--- src/rtl/clock_hms_ctrl.sv ---
// 24 h BCD timekeeping core with time-set FSM, 12/24 h display conversion and blink gating.
// Define CLOCK_ALARM_EN to add the alarm hh:mm registers and the timed alarm output.
module clock_hms_ctrl #(
  parameter int CLK_HZ    = 50000000,
  parameter int ALARM_SEC = 60
) (
  input  logic       clk,
  input  logic       rst,
  input  logic       btn_mode,
  input  logic       btn_select,
  input  logic       btn_adjust,
  input  logic       mode12,
  input  logic       alarm_edit,
  output logic [7:0] sec_bcd,
  output logic [7:0] min_bcd,
  output logic [7:0] hour_bcd,
  output logic       pm,
  output logic       tick1hz,
  output logic       sec_on,
  output logic       min_on,
  output logic       hour_on,
  output logic       alarm
);
  localparam int            PW       = $clog2(CLK_HZ);
  localparam logic [PW-1:0] PRE_MAX  = PW'(CLK_HZ - 1);
  localparam logic [PW-1:0] PRE_HALF = PW'(CLK_HZ / 2);

  localparam logic [1:0] S_NORMAL = 2'd0;
  localparam logic [1:0] S_SEC    = 2'd1;
  localparam logic [1:0] S_MIN    = 2'd2;
  localparam logic [1:0] S_HOUR   = 2'd3;

  function automatic logic [7:0] bcd_inc(input logic [7:0] v, input logic [7:0] top);
    if (v == top) return 8'h00;
    if (v[3:0] == 4'd9) return {v[7:4] + 4'd1, 4'd0};
    return {v[7:4], v[3:0] + 4'd1};
  endfunction

  logic [PW-1:0] pre;
  logic [1:0]    state;
  logic [7:0]    sec_r, min_r, hour_r;
  logic [7:0]    sec_nx, min_nx, hour_nx;
  logic          wrap, tick, blink;
  logic          edit, consume, show_al;
  logic          do_mode, do_sel, do_adj;

  assign wrap    = (pre == PRE_MAX);
  assign tick    = wrap && (state == S_NORMAL);
  assign blink   = (pre < PRE_HALF);
  assign tick1hz = tick;

  // One action per cycle: mode beats select beats adjust; a pulse that silences the alarm does nothing else.
  assign do_mode = btn_mode & ~consume;
  assign do_sel  = btn_select & ~btn_mode & ~consume & (state != S_NORMAL);
  assign do_adj  = btn_adjust & ~btn_mode & ~btn_select & ~consume & (state != S_NORMAL);

  always_comb begin
    sec_nx  = sec_r;
    min_nx  = min_r;
    hour_nx = hour_r;
    if (tick) begin
      sec_nx = bcd_inc(sec_r, 8'h59);
      if (sec_r == 8'h59) begin
        min_nx = bcd_inc(min_r, 8'h59);
        if (min_r == 8'h59) hour_nx = bcd_inc(hour_r, 8'h23);
      end
    end else if (do_adj && !edit) begin
      case (state)
        S_SEC:   sec_nx  = 8'h00;
        S_MIN:   min_nx  = bcd_inc(min_r, 8'h59);
        S_HOUR:  hour_nx = bcd_inc(hour_r, 8'h23);
        default: ;
      endcase
    end
  end

  always_ff @(posedge clk) begin
    if (rst) begin
      pre    <= '0;
      state  <= S_NORMAL;
      sec_r  <= 8'h00;
      min_r  <= 8'h00;
      hour_r <= 8'h00;
    end else begin
      // Clearing seconds also realigns the second boundary.
      pre    <= (wrap || (do_adj && !edit && state == S_SEC)) ? '0 : pre + 1'b1;
      sec_r  <= sec_nx;
      min_r  <= min_nx;
      hour_r <= hour_nx;
      if (do_mode)     state <= (state == S_NORMAL) ? S_SEC : S_NORMAL;
      else if (do_sel) state <= (state == S_HOUR) ? S_SEC : state + 2'd1;
    end
  end

`ifdef CLOCK_ALARM_EN
  logic [7:0] al_min, al_hour, al_left;
  logic       alarm_r;

  assign edit    = alarm_edit;
  assign consume = alarm_r & (btn_mode | btn_select | btn_adjust);
  assign show_al = alarm_edit && (state != S_NORMAL);
  assign alarm   = alarm_r;

  always_ff @(posedge clk) begin
    if (rst) begin
      al_min  <= 8'h00;
      al_hour <= 8'h00;
      al_left <= 8'h00;
      alarm_r <= 1'b0;
    end else begin
      if (do_adj && edit && state == S_MIN)  al_min  <= bcd_inc(al_min, 8'h59);
      if (do_adj && edit && state == S_HOUR) al_hour <= bcd_inc(al_hour, 8'h23);
      if (consume || (do_mode && state == S_NORMAL)) begin
        alarm_r <= 1'b0;
      end else if (tick && {hour_nx, min_nx, sec_nx} == {al_hour, al_min, 8'h00}) begin
        alarm_r <= 1'b1;
        al_left <= 8'(ALARM_SEC);
      end else if (tick && alarm_r) begin
        if (al_left == 8'd1) alarm_r <= 1'b0;
        al_left <= al_left - 8'd1;
      end
    end
  end
`else
  logic       unused_alarm_edit;
  logic [7:0] unused_alarm_sec;
  assign unused_alarm_edit = alarm_edit;
  assign unused_alarm_sec  = 8'(ALARM_SEC);
  assign edit    = 1'b0;
  assign consume = 1'b0;
  assign show_al = 1'b0;
  assign alarm   = 1'b0;
`endif

  logic [7:0] d_sec, d_min, d_hour, h12;
  logic [4:0] h_bin, h12_bin;

  always_comb begin
    d_sec  = show_al ? 8'h00 : sec_r;
`ifdef CLOCK_ALARM_EN
    d_min  = show_al ? al_min  : min_r;
    d_hour = show_al ? al_hour : hour_r;
`else
    d_min  = min_r;
    d_hour = hour_r;
`endif
    h_bin = 5'(d_hour[7:4]) * 5'd10 + 5'(d_hour[3:0]);
    if (h_bin == 5'd0)       h12_bin = 5'd12;
    else if (h_bin > 5'd12)  h12_bin = h_bin - 5'd12;
    else                     h12_bin = h_bin;
    h12 = (h12_bin >= 5'd10) ? {4'd1, 4'(h12_bin - 5'd10)} : {4'd0, h12_bin[3:0]};
  end

  always_ff @(posedge clk) begin
    if (rst) begin
      sec_bcd  <= 8'h00;
      min_bcd  <= 8'h00;
      hour_bcd <= mode12 ? 8'h12 : 8'h00;
      pm       <= 1'b0;
    end else begin
      sec_bcd  <= d_sec;
      min_bcd  <= d_min;
      hour_bcd <= mode12 ? h12 : d_hour;
      pm       <= mode12 && (d_hour >= 8'h12);
    end
  end

  assign sec_on  = (state == S_SEC)  ? blink : 1'b1;
  assign min_on  = (state == S_MIN)  ? blink : 1'b1;
  assign hour_on = (state == S_HOUR) ? blink : 1'b1;

endmodule

--- config.mk ---
export PLATFORM = sky130hd
export DESIGN_NAME = clock_hms_ctrl
export DESIGN_NICKNAME = d
export VERILOG_FILES = /design/src/rtl/clock_hms_ctrl.sv
export SDC_FILE = /design/constraint.sdc
export NUM_CORES = 1
export LEC_CHECK = 0
export ABC_AREA = 1
export BUFFER_PORTS_ARGS = -buffer_cell sky130_fd_sc_hd__buf_2
export CAP_MARGIN = 10
export CORE_ASPECT_RATIO = 0.5
export CORE_MARGIN = 8
export CORE_UTILIZATION = 25
export DETAILED_ROUTE_END_ITERATION = 16
export GPL_TIMING_DRIVEN = 0
export SLEW_MARGIN = 20
export SYNTH_ARGS = -nofsm -noshare
export SYNTH_HDL_FRONTEND = slang
export SYNTH_SLANG_ARGS = --single-unit
export TNS_END_PERCENT = 20
--- constraint.sdc ---
create_clock -name clk -period 3.2 [get_ports clk]
set_input_delay 0.16 -clock clk [delete_from_list [all_inputs] [get_ports clk]]
set_output_delay 0.16 -clock clk [all_outputs]
set_load 0.02 [all_outputs]
==> results of run 1 <==
==> routing by layer <==
metal	vias up	track usage, %
li1	1890	-
met2	65	15.4
met3	10	2.32
met5	-	0
met4	0	3.23
met1	1634	11.1
==> area by class of cell <==
class                      instances  area [um^2]  share of cell area (%)
multi-input combinational        377         2100                    44.2
sequential                        77         1540                    32.4
inverter                          88          330                    6.94
tap                              204          255                    5.36
clock buffer                      10          229                    4.81
timing repair buffer              33          165                    3.47
clock inverter                     6         93.8                    1.97
buffer                             8         42.5                   0.893
==> cell usage in the layout, fill, tap and decap left out, types with 5 or more instances in the layout <==
cell type,instances
dfxtp_1,77
nor4_1,8
inv_2,7
o21ai_0,21
a21oi_1,31
nand4_1,18
nor2_1,65
clkbuf_1,6
nand3_1,48
xor2_1,9
buf_2,34
nand2_1,96
inv_1,81
clkbuf_16,9
o21a_1,5
ha_1,23
nor3_1,9
==> final timing paths <==
check                     end  slack, ps  cells after the start
hold reg to reg        pre[0]        440                      1
setup / recovery  hour_bcd[1]        360                     18
setup reg to reg  hour_bcd[1]        360                     18
hold / removal    hour_bcd[1]         70                      3
==> synthesized netlist by cell type, drive strengths merged <==
master / number
or2: 3
a31oi: 2
conb: 1
o21ai: 23
nor3: 14
nand2: 101
a211oi: 2
o211ai: 1
nor2: 67
xnor2: 1
clkbuf: 5
nand4: 19
ha: 23
o21a: 5
buf: 3
fa: 1
o22ai: 1
o31ai: 4
inv: 88
nand3: 51
o211a: 1
o32ai: 1
dfxtp: 77
nor3b: 3
xor2: 10
a21oi: 34
nor4: 9
==> registers in the layout (all words and copies together) (netlist names) <==
name      flops
d_sec         8
state         2
sec_bcd       8
d_min         8
min_bcd       8
pm            1
pre          26
d_hour        8
hour_bcd      8
==> worst max-delay path: cells and delay by family, from the launching register on <==
kind          cells  cell delay (ps)
fa+ha+maj         4             1090
simple gates     10              820
flops             1              400
xor+xnor          1              250
buf+inv           3              170
==> logic make-up after synthesis <==
logic type | count (synthesis)
buffers and inverters | 96
AOI/OAI and AO/OA | 74
and+or+nand+nor | 267
adders and majority gates | 24
xor gates and xnor gates | 11
other | 1
DFF | 77
==> power by group through the flow <==
stage	combinational (mW)	sequential, mW	clock [mW]
5_1_grt	0.0792	0.972	1.18
3_5_place_dp	0.0704	0.993	0
3_3_place_gp	0.0691	0.993	0
2_1_floorplan	0.0467	0.994	0
4_1_cts	0.0707	0.971	1.14
6_report	0.0697	0.971	1.11
==> metrics by stage <==
stage | total power [mW] | std cells | hold slack (ps)
after floorplan | 1.04 | 550 | 263
after global placement | 1.06 | 787 | 407
after detailed placement | 1.06 | 787 | 401
after CTS | 2.18 | 803 | 51.8
after global routing | 2.23 | 803 | 69.0
final | 2.15 | 803 | 70.2
==> impl_metrics.toml, run 1 <==
[power_and_ir_drop]
seqPwrFrac_pct = 45.2
p_per_area_nw_per_um2 = 452
internal_power_mw = 1.68
comb_power_share_pct = 3.2
swShare_pct = 22.1
p_leak_nw = 2.03
clockPowerShare_pct = 51.6
ir_drop_mv = 0.261
switchingPower_uw = 475

[clock_tree]
clk_pin_slew_worst_paths_ps = 70
cts_setup_buffers = 0
cts_buffers = 9
root_buffer = "clkbuf_16"
cts_sinks = 77
clk_latency_ps = 340
postCtsHoldBufs = 0
htreeDepth = 3
cts_resized = 0
cts_tree = "done"
max-clock-path-buffers = 2

[synth]
netlist_area_um2 = 4010
syn_inst = 550
yosys_warnings = 0
synth-xor-area-share_pct = 2.40
yosys-top-cells-area = "dfxtp_1 38%, nand2_1 9.0%, inv_1 7.6%"
seq_area_frac_synth_pct = 38.4
yosysTopAreaCellShare_pct = 38.4
syn_avg_cell_area_um2 = 7.29
synth_compound_area_share_pct = 10.6
synth_top_cell_by_area = "dfxtp_1"
synthAdderAreaFrac_pct = 7.67
synth.distinct_cells = 42
synth_top_family_by_area = "simple AND/OR/NAND/NOR gates"
synth_seq_cells = 77
muxShareOfSynthArea_pct = 0
synth-simple-area-share_pct = 31.5
synth_nets = 581

[floorplan]
core_um2 = 15500
initial_core_util_pct = 25.8
die_area_um2 = 20600
die_w_um = 195
fp-row-count = 32
ioPinCount = 37
die_h_um = 106

[cells_and_area]
design_area_um2 = 4760
num-fill-cells = 1665
synthToLayoutAreaGrowth_pct = 18.7
drive_gt1_share_pct = 13.5
layout.nets = 625
utilization_pct = 30.7
num_antenna_cells = 0

[worst_hold_path]
min_from = "mode12"
hold_class = "in2reg"

[timing]
setup_ws_ps = 364
skew_ps = 15.1
fin_crit_sh_pct = 88.6
rsz0062_at_grt = "no"
finalCriticalPeriod_ps = 2840
fmax_ghz = 0.353
tns_ps = 0
setup_viol = 0
tightest_slew_ps = 676
final_hold_viol_count = 0
drv_slew = 0
maxSlewHeadroom_pct = 54.6

[critical_path]
cp-end-kind = "flop"
cp_max_fo = 8
cp.arrival_ps = 3060
crit_slowest_cell = "fa_1"
timing.rr.start = "d_hour[1]"
critical_path_class = "reg2reg"
slowest_delay_ps = 430
cp_cell_sequence = "ha_1 -> fa_1 -> xor2_2 -> inv_1 -> ha_1 -> inv_1 -> nor2_1 -> nand3_1 -> nand2_1 -> nor2_1 -> ha_1 -> inv_1 -> nand2_1 -> nand3_1 -> nand2_1 -> nand3_1 -> nand2_1 -> nand2_1"
cp-startpoint = "d_hour[1]"
required_ps = 3420
cpMostUsedCell = "nand2_1"
cp-start-kind = "flop"

[outcome]
run_status = "finished clean"

[drt]
via_count = 3599
wirelength_mm = 9.16
routed_via_density = 4.48
post-route-drc-count = 0
first_iter_violations = 215
ant_nets = 0
routed.top_layer = "met4"
wl_per_cell_um = 11.4
dr_wl_met3_um = 395
wl_met1_mm = 4.43
routed-wl-met2_mm = 4.20
first_pass_iters = 5

[global_routing]
antenna_found_initial = 0
grt_max_degree = 15
grt_pass1_wl_mm = 15.8
grt_pass1_vias = 3443
grt.overflow.total = 0
grt_usage_pct = 9.10

[place]
dp_hpwl_mm = 6.93
placed_cell_area_um2 = 4430
io_buffers = 33
dp_slack_ps = 335
place_congestion = 0.819

[job]
cap_violations = 0
Power figures use the tool's default switching activity.
==> inputs of run 2 (changes only) <==
CORE_UTILIZATION = 30   (was 25)
==> run 2 against run 1 <==
Compared with the run above:
- sequential share of layout area increased by 0.56 points
- critical path type unchanged
- final cell count decreased by 3.5%
- highest routed layer unchanged
- clock-buffer cell count increased by 2
- power decreased by 7.1%
- sequential power about the same
- critical path depth decreased by 2
- die area decreased by 15%
- wire length increased by 11%
- critical endpoint is now hour_bcd[2]
==> impl_metrics.toml, run 2 (synthesis results as in run 1) <==
[timing]
skew_ps = 7.27
holdWs_ps = 53.8
finalCriticalPeriod_ps = 2860
setup_ws_ps = 344
fin_crit_sh_pct = 89.3
drv_slew = 0
fmax_ghz = 0.350
tns_ps = 0
final_hold_viol_count = 0
rsz0062_at_grt = "no"
tightest_slew_ps = 718
setup_viol = 0
maxSlewHeadroom_pct = 51.8

[cells_and_area]
design_area_um2 = 4690
utilization_pct = 35.3
final_cell_mix = "96 x nand2_1, 81 x inv_1, 75 x dfxtp_1"
layout.nets = 625
num-fill-cells = 1366
largest_register_ffs = 26
num_antenna_cells = 0
synthToLayoutAreaGrowth_pct = 16.9
drive_gt1_share_pct = 14.0
finalNonFillerCells = 775
final_common_cell = "nand2_1"
regMostFlops = "pre"

[power_and_ir_drop]
total_power_mw = 2.00
p_leak_nw = 2.02
comb_power_share_pct = 3.6
swShare_pct = 22.4
seqPwrFrac_pct = 48.6
p_per_area_nw_per_um2 = 426
ir_drop_mv = 0.230
clockPowerShare_pct = 47.7
switchingPower_uw = 448
internal_power_mw = 1.55

[global_routing]
antenna_found_initial = 0
grt_usage_pct = 11.8
grt.overflow.total = 0
grt_pass1_vias = 3351
grt_pass1_wl_mm = 16.9
grt_max_degree = 13

[clock_tree]
clk_latency_ps = 330
clk_pin_slew_worst_paths_ps = 60
cts_buffers = 9
root_buffer = "clkbuf_16"
cts_tree = "done"
cts_setup_buffers = 0
postCtsHoldBufs = 0
htreeDepth = 3
max-clock-path-buffers = 2
cts_sinks = 77

[critical_path]
critical_path_class = "reg2reg"
critPathBufInv = 3
r2r_setup_slack_ps = 340
slowest_delay_ps = 420
cp.arrival_ps = 3070
cp_max_fo = 8
crit_family = "adder cells"
crit_slowest_cell = "fa_1"
r2r-end = "hour_bcd[2]"
r2r_cells = 16
timing.rr.start = "d_hour[1]"
cp-end-kind = "flop"
cp_cell_sequence = "ha_1 -> fa_1 -> xor2_2 -> inv_1 -> ha_1 -> inv_1 -> nor2_1 -> nand3_1 -> nand2_1 -> nor2_2 -> ha_1 -> inv_1 -> a21oi_1 -> nand3_1 -> nand3_1 -> o21ai_0"
cp-start-kind = "flop"
required_ps = 3410

[place]
place_congestion = 0.866
dpl.cell_count = 759
dp_slack_ps = 142
dp_hpwl_mm = 7.78
placed_cell_area_um2 = 4400
io_buffers = 33

[drt]
first_iter_violations = 243
wl_per_cell_um = 13.2
wirelength_mm = 10.2
first_pass_iters = 5
post-route-drc-count = 0
routed_via_density = 4.68
ant_nets = 0
via_count = 3629

[job]
cap_violations = 0

[floorplan]
die_area_um2 = 17600
ioPinCount = 37
fp-row-count = 30
core_um2 = 13300
die_h_um = 97.8
die_w_um = 180
initial_core_util_pct = 30.2

[worst_hold_path]
min_to = "hour_bcd[1]"
min_from = "mode12"
hold_class = "in2reg"
min_path_cells = 3

[outcome]
run_status = "finished clean"
[run 2: cell count changes in the layout (fill, tap and decap cells not counted), sizes merged]
cell	previous run	this run
inv	90	88
clkinv	1	3
bufinv	2	0
clkbuf	15	17
[run 2: power groups by stage]
stage	Sequential (mW)	Combinational, mW	Clock [mW]
final	0.972	0.0722	0.954
after global routing	0.973	0.0822	1.02
after CTS	0.972	0.0721	0.982
after detailed placement	0.993	0.0718	0
after global placement	0.992	0.0706	0
after floorplan	0.994	0.0467	0
[run 2: how the worst max path moves through the flow]
stage               from     endpoint  depth (start not counted)
6_report       d_hour[1]  hour_bcd[2]                         16
5_1_grt        d_hour[1]  hour_bcd[1]                         18
4_1_cts        d_hour[4]  hour_bcd[2]                         16
3_5_place_dp   d_hour[4]  hour_bcd[2]                         16
3_3_place_gp   d_hour[4]  hour_bcd[2]                         16
2_1_floorplan  d_hour[4]  hour_bcd[2]                         16
[run 2: repair_timing]
| item | in CTS | in global routing |
|---|---|---|
| resized for setup | 0 | 4 |
| endpoints found under the setup margin | 0 | 3 |
| endpoints found under the hold margin | 0 | 0 |
[run 2: worst register-to-register path, stage by stage (launching register included)]
cell and delay (ps):
dfxtp_1 380, ha_1 280, fa_1 420, xor2_2 240, inv_1 70, ha_1 190
inv_1 50, nor2_1 40, nand3_1 100, nand2_1 70, nor2_2 170, ha_1 170
inv_1 60, a21oi_1 200, nand3_1 110, nand3_1 100, o21ai_0 90
[run 2: layout make-up]
| cell class | count | area [um^2] | share of cell area (%) |
|---|---|---|---|
| flip-flops and latches | 77 | 1540 | 32.9 |
| well taps | 176 | 220 | 4.70 |
| repair buffers | 33 | 165 | 3.52 |
| clock inverters | 4 | 22.5 | 0.480 |
| inverters | 88 | 330 | 7.05 |
| clock buffers | 12 | 256 | 5.47 |
| multi-input cells | 377 | 2110 | 44.9 |
| plain buffers | 8 | 42.5 | 0.907 |
[run 2: layer usage]
metal  vias to the layer above  track usage [%]  share of wire (%)
met1                      1618             17.7                 54
li1                       1877                -                  -
met3                        13             2.96                6.3
met4                         0             3.31                1.4
met2                       121             16.0                 38
met5                         -                0                  0
